## src/rtl/odometer.sv

```systemverilog
// Odometer: debounced reed-switch pulse counter that accumulates wheel
// circumference in cm and maintains trip and total distance counters.
module odometer #(
  parameter int CIRC_W     = 8,
  parameter int FRAC_LIMIT = 10000,
  parameter int FRAC_W     = 14,
  parameter int DIST_W     = 14,
  parameter int DIST_MAX   = 9999,
  parameter int HOLD_W     = 8,
  parameter int WRAP       = 1
) (
  input  logic              clock,
  input  logic              reset,
  input  logic              reed,
  input  logic              enable,
  input  logic [CIRC_W-1:0] circ,
  input  logic [HOLD_W-1:0] holdoff,
  input  logic              trip_clear,
  output logic [DIST_W-1:0] trip_dist,
  output logic [DIST_W-1:0] total_dist,
  output logic [FRAC_W-1:0] frac_cm,
  output logic              wheel_pulse,
  output logic              trip_wrap,
  output logic              total_wrap,
  output logic              trip_sat
);

  // One spare bit so frac_cm + circ never overflows before the compare.
  localparam int SUM_W = FRAC_W + 1;
  localparam logic [SUM_W-1:0]  LIMIT   = SUM_W'(FRAC_LIMIT);
  localparam logic [DIST_W-1:0] MAX_VAL = DIST_W'(DIST_MAX);

  logic              reed_q;
  logic [HOLD_W-1:0] hold_cnt;
  logic              total_sat;
  logic              accept;
  logic [SUM_W-1:0]  sum;
  logic              carry;

  // A pulse is a fresh rising edge, enabled, outside the debounce window.
  assign accept = reed & ~reed_q & enable & (hold_cnt == '0);
  assign sum    = {1'b0, frac_cm} + SUM_W'(circ);
  assign carry  = accept & (sum >= LIMIT);

  // Reed edge detector and debounce holdoff counter.
  always_ff @(posedge clock) begin
    // NOTE: all state in always_ff uses non-blocking assignment so every
    // register sees the pre-edge values of the others.
    if (reset) begin
      // reed_q comes out of reset high so a reed held high across reset
      // release is not mistaken for a rising edge.
      reed_q   <= 1'b1;
      hold_cnt <= '0;
    end else begin
      reed_q <= reed;
      if (accept) begin
        hold_cnt <= holdoff;
      end else if (hold_cnt != '0) begin
        hold_cnt <= hold_cnt - HOLD_W'(1);
      end
    end
  end

  // Fractional cm accumulator and the per-pulse strobe.
  always_ff @(posedge clock) begin
    if (reset) begin
      frac_cm     <= '0;
      wheel_pulse <= 1'b0;
    end else begin
      wheel_pulse <= accept;
      if (accept) begin
        // Keep the remainder past the unit boundary so no distance is lost.
        frac_cm <= carry ? FRAC_W'(sum - LIMIT) : FRAC_W'(sum);
      end
    end
  end

  // Total distance counter; only reset can clear it.
  always_ff @(posedge clock) begin
    if (reset) begin
      total_dist <= '0;
      total_wrap <= 1'b0;
      total_sat  <= 1'b0;
    end else begin
      total_wrap <= 1'b0;
      if (carry) begin
        if (total_dist == MAX_VAL) begin
          if (WRAP != 0) begin
            total_dist <= '0;
            total_wrap <= 1'b1;
          end else if (!total_sat) begin
            // Saturated: value holds, strobe only on the first blocked step.
            total_sat  <= 1'b1;
            total_wrap <= 1'b1;
          end
        end else begin
          total_dist <= total_dist + DIST_W'(1);
        end
      end
    end
  end

  // Trip distance counter; trip_clear wins over a coincident carry.
  always_ff @(posedge clock) begin
    if (reset) begin
      trip_dist <= '0;
      trip_wrap <= 1'b0;
      trip_sat  <= 1'b0;
    end else begin
      trip_wrap <= 1'b0;
      if (trip_clear) begin
        trip_dist <= '0;
        trip_sat  <= 1'b0;
      end else if (carry) begin
        if (trip_dist == MAX_VAL) begin
          if (WRAP != 0) begin
            trip_dist <= '0;
            trip_wrap <= 1'b1;
          end else if (!trip_sat) begin
            trip_sat  <= 1'b1;
            trip_wrap <= 1'b1;
          end
        end else begin
          trip_dist <= trip_dist + DIST_W'(1);
        end
      end
    end
  end

endmodule
```

## config.mk

```make
export PLATFORM = sky130hd
export DESIGN_NAME = odometer
export DESIGN_NICKNAME = d
export VERILOG_FILES = /design/src/rtl/odometer.sv
export SDC_FILE = /design/constraint.sdc
export NUM_CORES = 1
export LEC_CHECK = 0
export ABC_AREA = 1
export CAP_MARGIN = 5
export CELL_PAD_IN_SITES_DETAIL_PLACEMENT = 0
export CELL_PAD_IN_SITES_GLOBAL_PLACEMENT = 2
export CORE_UTILIZATION = 29
export CTS_CLUSTER_SIZE = 8
export DETAILED_ROUTE_END_ITERATION = 6
export GPL_TIMING_DRIVEN = 0
export PLACE_DENSITY_LB_ADDON = 0.1
export SYNTH_ARGS = -nofsm -noshare
export SYNTH_HDL_FRONTEND = slang
export SYNTH_SLANG_ARGS = --single-unit
```

## constraint.sdc

```tcl
create_clock -name clock -period 3.2 [get_ports clock]
set_input_delay 0.32 -clock clock [delete_from_list [all_inputs] [get_ports clock]]
set_output_delay 0.32 -clock clock [all_outputs]
set_load 0.01 [all_outputs]
```

Word-level counts from Yosys, hierarchy flattened
Cells that the tools add are included.
{ "totals": {"register_bits": 54, "latchBits": 0, "memories": 0, "ram_bits": 0, "rom_bits": 0, "out_inout_bits": 46, "wordCells": 35} }
{ "classes": {"addsub": 5, "n_reduce_logical": 6, "order_cmp": 1, "div": 0, "shift": 0, "mux": 7, "mul": 0, "n_eq_ne": 2, "bitwise_logic": 6} }
{ "ops": {"columns": ["cell", "count"], "rows": [
  ["2-to-1 mux 14 bit", 3],
  ["adder 14 x 1 -> 14 bit, second input constant", 2],
  ["== test 14 bit, second input constant", 2],
  ["2-to-1 mux 8 bit", 2],
  ["adder 14 x 8 -> 15 bit", 1],
  [">= comparator 15 x 14 -> 1 bit, second input constant", 1],
  ["subtractor 14 bit, second input constant", 1],
  ["logical NOT 8 bit", 1],
  ["nonzero test 8 bit", 1],
  ["subtractor 8 x 1 -> 8 bit, second input constant", 1],
  ["AND 1 bit", 4],
  ["OR reduction 2 bit", 2],
  ["OR reduction 3 bit", 1],
  ["2-to-1 mux 1 bit", 2],
  ["NOT 1 bit", 2],
  ["nonzero test 2 bit", 1]
]} }

Logic depth before layout (Yosys ltp)
{ "depth": {"word_depth": 7, "depth_mapped": 23} }

Worst setup path before layout
Ideal clock, no wire load.
{ "synth_path": {"path_type": "reg2reg", "start": "register frac_cm[0]", "end": "register frac_cm[4]", "t_required_ps": 3087, "path_stages_with_launch": 21, "t_arrival_ps": 2447, "synth_period_minus_slack_ps": 2560, "path_slack_ps": 640, "cell_sequence": "dfxtp_1 > ha_1 > fa_1 > nand3_1 > nand2_1 > nand2_1 > nand2_1 > inv_1 > ha_1 > nand3_1 > nor2_1 > nand3_1 > nor2_1 > nand2_1 > nand2_2 > nand2_4 > nand2_8 > buf_6 > nor2_1 > o21ai_1 > inv_1"} }
{ "synth_via": {"elab_chain_cells": 4, "elab_cells_between_ends": 5} }
{ "synth_rtl": {"columns": ["element", "line", "rtl"], "rows": [
  ["start, declared", "21", "output logic [FRAC_W-1:0] frac_cm,"],
  ["start signal, assigned", "73", "frac_cm <= carry ? FRAC_W'(sum - LIMIT) : FRAC_W'(sum);"],
  ["adder 14 x 8 -> 15 bit *", "42", "assign sum = {1'b0, frac_cm} + SUM_W'(circ);"],
  [">= comparator 15 x 14 -> 1 bit", "43", "assign carry = accept & (sum >= LIMIT);"],
  ["AND 1 bit", "43", null],
  ["2-to-1 mux 14 bit *", "73", null]
]} }
Every way passes the cells marked *; elsewhere a longest branch is shown, timed or not.
A chain may end at the register's enable or synchronous reset.

Final worst setup path
{ "layout_path": {"start": "input port circ[2]", "end": "register frac_cm[4]"} }
{ "layout_via": {"elab_chain_cells": 4, "elab_cells_between_ends": 5} }
{ "layout_rtl": {"columns": ["element", "line", "rtl"], "rows": [
  ["start, declared", "16", "input logic [CIRC_W-1:0] circ,"],
  ["adder 14 x 8 -> 15 bit *", "42", null],
  [">= comparator 15 x 14 -> 1 bit", "43", null],
  ["AND 1 bit", "43", null],
  ["2-to-1 mux 14 bit *", "73", null]
]} }
Marked as above.

==> impl_metrics.csv <==
group,metric,value,unit
outcome,status,"complete, no violations",
clocking,clockBufferDepth,2,
power_and_ir_drop,p_leak,2.019,nW
place,gp_congestion,0.8190,
sta,maxSlewHeadroom,54.43,%
critical_path,max_stage_delay,0.40,ns
global_routing,grt_pass1_vias,3761,
global_routing,gr-usage-all-layers,18.29,%
critical_path,cp.arrival,3.12,ns
clocking,cts_sinks,54,
place,dp_cells,834,
clocking,cts_hold_buffers,0,
synthesis,async_flop_share,0,%
clocking,cts_max_level,2,
synthesis,synth_top_family_by_area,"simple AND/OR/NAND/NOR gates",
synthesis,synth_compound_gate_area_share,9.129,%
place,io_buffers,65,
synthesis,ys_warn_count,0,
floorplanning,num_rows,41,
sta,drv_slew,0,
sta,clock.fmax,343.2,MHz
floorplanning,io_pins,67,
routing,wl_per_cell,14.18,um
sta,worst_pin_slew,0.6835,ns
critical_path,path_buf_inv,5,
cells_and_area,multi_input_area,2359,um^2
sta,setup_viol,0,
global_routing,grt_max_degree,17,
synthesis,synth.cell_area,3851,um^2
cells_and_area,diodes,0,
global_routing,grt_pass1_wl,19140,um
synthesis,syn-num-nets,632,
synthesis,syn_inst,597,
min_path,holdCritPathClass,"input port to flip-flop",
critical_path,crit_path_top_delay_cell,"clkdlybuf4s50_1",
cells_and_area,area_delta_synth_final,27.81,%
critical_path,cp_max_fo,10,
synthesis,synth.area.mux_share,0,%
cells_and_area,fillers,1391,
run,maxCapViolCount,0,
synthesis,yosys.area_share.simple,40.19,%
synthesis,synthAdderAreaFrac,4.743,%
cells_and_area,drive_gt1_share,9.524,%
power_and_ir_drop,vdd_drop_max,0.0002449,V
synthesis,synth_seq_cells,54,
critical_path,cp-end-kind,"flip-flop",
routing,drt_iter0_markers,257,
critical_path,critPathRequiredTime,3.40,ns
synthesis,synth_xor_area_share,6.140,%
sta,rsz0062_at_grt,"no",
clocking,root_buffer,"clkbuf_16",
critical_path,path_class,"input port to flip-flop",
routing,drtAntennaViolNets,0,
clocking,clock_latency,0.31,ns
sta,skew,0.005884,ns
critical_path,cp-start-kind,"input port",
global_routing,grt_overflow,0,
clocking,cts_inserted_buffers,5,
floorplanning,die_h,117.2,um
cells_and_area,layout.cells.non_filler,844,
clocking,cts_tree,"built",
synthesis,ys.flop_type,"dfxtp_1",
cells_and_area,nNetsFinal,706,
routing,wirelength,11960,um
synthesis,avgSynthCellArea,6.451,um^2
floorplanning,die_area,13750,um^2
synthesis,seq_area_frac_synth,28.07,%
floorplanning,fp.dieW,117.2,um
routing,via_per_inst,4.717,
floorplanning,coreArea,12770,um^2
synthesis,synth_cell_type_count,38,
critical_path,crit_chain,"clkdlybuf4s50_1 -> ha_1 -> buf_2 -> nand2_1 -> nand2_1 -> nand2_2 -> nand3_2 -> nand2_1 -> nand2_2 -> inv_1 -> ha_1 -> nand3_1 -> nor2_2 -> nand3_1 -> nor2_2 -> nand2_1 -> nand2_2 -> nand2_4 -> nand2_8 -> buf_6 -> nor2_1 -> o21ai_1 -> inv_1",
critical_path,timing.critical_path.max_delay_family,"simple AND/OR/NAND/NOR gates",
routing,vias,3981,
global_routing,antenna_found_initial,0,
sta,hold_viol,0,
sta,post-route-period-util,91.05,%
routing,remaining_drc_errors,0,
floorplanning,initial_core_util,30.15,%
routing,first_pass_iters,4,
sta,fin_crit,2.913,ns
power_and_ir_drop,power.density,362.5,nW/um^2
synthesis,synth_edf_count,0,
critical_path,cpMostUsedCell,"nand2_1",
cells_and_area,utilization,38.53,%
cells_and_area,seqCellArea,1081,um^2
place,post-dp-hpwl,9244,um
clocking,path_clk_slew,0.07,ns
-- flip-flops by register name, summed over array words and instances (netlist names) --
| register | count |
|---|---|
| frac_cm | 14 |
| hold_cnt | 8 |
| reed_q | 1 |
| total_dist | 14 |
| total_wrap | 1 |
| trip_dist | 14 |
| trip_wrap | 1 |
| wheel_pulse | 1 |
-- cells in the final DEF (no fill, tap or decap), types with 5 or more instances in the layout --
| cell | count |
|---|---|
| inv_1 | 77 |
| nor3_1 | 10 |
| nor2_2 | 8 |
| clkbuf_16 | 5 |
| buf_6 | 6 |
| xnor2_1 | 6 |
| nor4_1 | 6 |
| nand3_1 | 65 |
| dfxtp_1 | 54 |
| ha_1 | 12 |
| clkbuf_1 | 5 |
| nand2_2 | 9 |
| xor2_1 | 21 |
| nand4_1 | 22 |
| nand2_1 | 152 |
| buf_2 | 7 |
| nor2_1 | 46 |
| a21oi_1 | 43 |
| o21ai_0 | 11 |
| clkdlybuf4s50_1 | 64 |
-- Yosys cell counts, drive strengths merged (2+ instances only) --
master,instances,area (um^2)
dfxtp,54,1081
a21oi,46,237.7
xnor2,6,52.55
nand4,22,137.6
nor3,12,70.07
nor4,6,37.54
inv,81,304.0
xor2,21,183.9
nor2,57,251.5
buf,15,125.1
clkbuf,5,18.77
or2,3,18.77
nand3b,4,30.03
ha,13,162.7
nand3,67,340.3
a211oi,2,15.01
o21ai,12,60.05
nand2,164,661.9
-- path summary, 6_finish.rpt --
check	from	end	slack (ns)	cells after the start
setup / recovery	circ[2]	frac_cm[4]	0.29	23
setup reg to reg	frac_cm[0]	frac_cm[4]	0.36	20
hold / removal	circ[0]	frac_cm[0]	0.48	4
hold reg to reg	total_dist[12]	total_dist[12]	0.49	2
-- power breakdown --
| group | total, mW | internal [mW] | switching [mW] | leakage, nW |
|---|---|---|---|---|
| Clock | 0.585 | 0.311 | 0.273 | 0.0729 |
| Combinational | 0.456 | 0.182 | 0.274 | 1.51 |
| Sequential | 0.743 | 0.716 | 0.0273 | 0.437 |
-- worst register-to-register path, cell delays in order, from the launching register on --
cell     delay (ns)
dfxtp_1        0.36
ha_4           0.20
fa_2           0.42
nand3_1        0.11
nand2_1        0.09
nand2_1        0.07
nand2_2        0.09
inv_1          0.07
ha_1           0.16
nand3_1        0.09
nor2_2         0.13
nand3_1        0.10
nor2_2         0.11
nand2_1        0.07
nand2_2        0.09
nand2_4        0.08
nand2_8        0.11
buf_6          0.17
nor2_1         0.05
o21ai_1        0.13
inv_1          0.05
-- routing by layer --
| layer | vias up | share of wire, % | global-route usage, % |
|---|---|---|---|
| met2 | 76 | 44 | 28.24 |
| li1 | 2084 | - | - |
| met1 | 1811 | 51 | 26.15 |
| met4 | 0 | 1.1 | 4.810 |
| met3 | 10 | 4.2 | 3.090 |
| met5 | - | 0 | 0 |
-- what timing repair did --
action	in CTS	in global routing
resized for setup	1	10
setup endpoints to repair	33	38
endpoints found under the hold margin	0	0
setup buffers	0	2
pin swaps	0	2
-- per-stage QoR --
stage / hold WS, ns / setup WS (ns) / setup TNS, ns / power [mW] / area (um^2)
2_1_floorplan: 0.4231 / 0.6401 / 0 / 1.075 / 3851
3_3_place_gp: 0.4696 / -0.3867 / -13.40 / 1.203 / 4717
3_5_place_dp: 0.4787 / -0.3510 / -12.35 / 1.208 / 4717
4_1_cts: 0.4894 / 0.04717 / 0 / 1.805 / 4871
5_1_grt: 0.4943 / 0.01365 / 0 / 1.896 / 4922
6_report: 0.4772 / 0.2865 / 0 / 1.784 / 4922
-- logic make-up (layout without fill, tap and decap cells) --
logic type                 count (synthesis)  after routing
buffers and inverters                    101            176
and+or+nand+nor                          335            335
AOI/OAI and AO/OA                         65             65
other                                      1              1
adders and majority gates                 14             14
DFF                                       54             54
xor gates and xnor gates                  27             27
-- cell type report --
class	count	share of cell area, %
plain buffers	20	2.923
clock buffers	6	2.822
clock inverters	2	0.2542
inverters	81	6.177
multi-input cells	442	47.92
flip-flops and latches	54	21.96
well taps	172	4.372
repair buffers	67	13.57
Note: power is estimated with default switching activity, not from simulation.
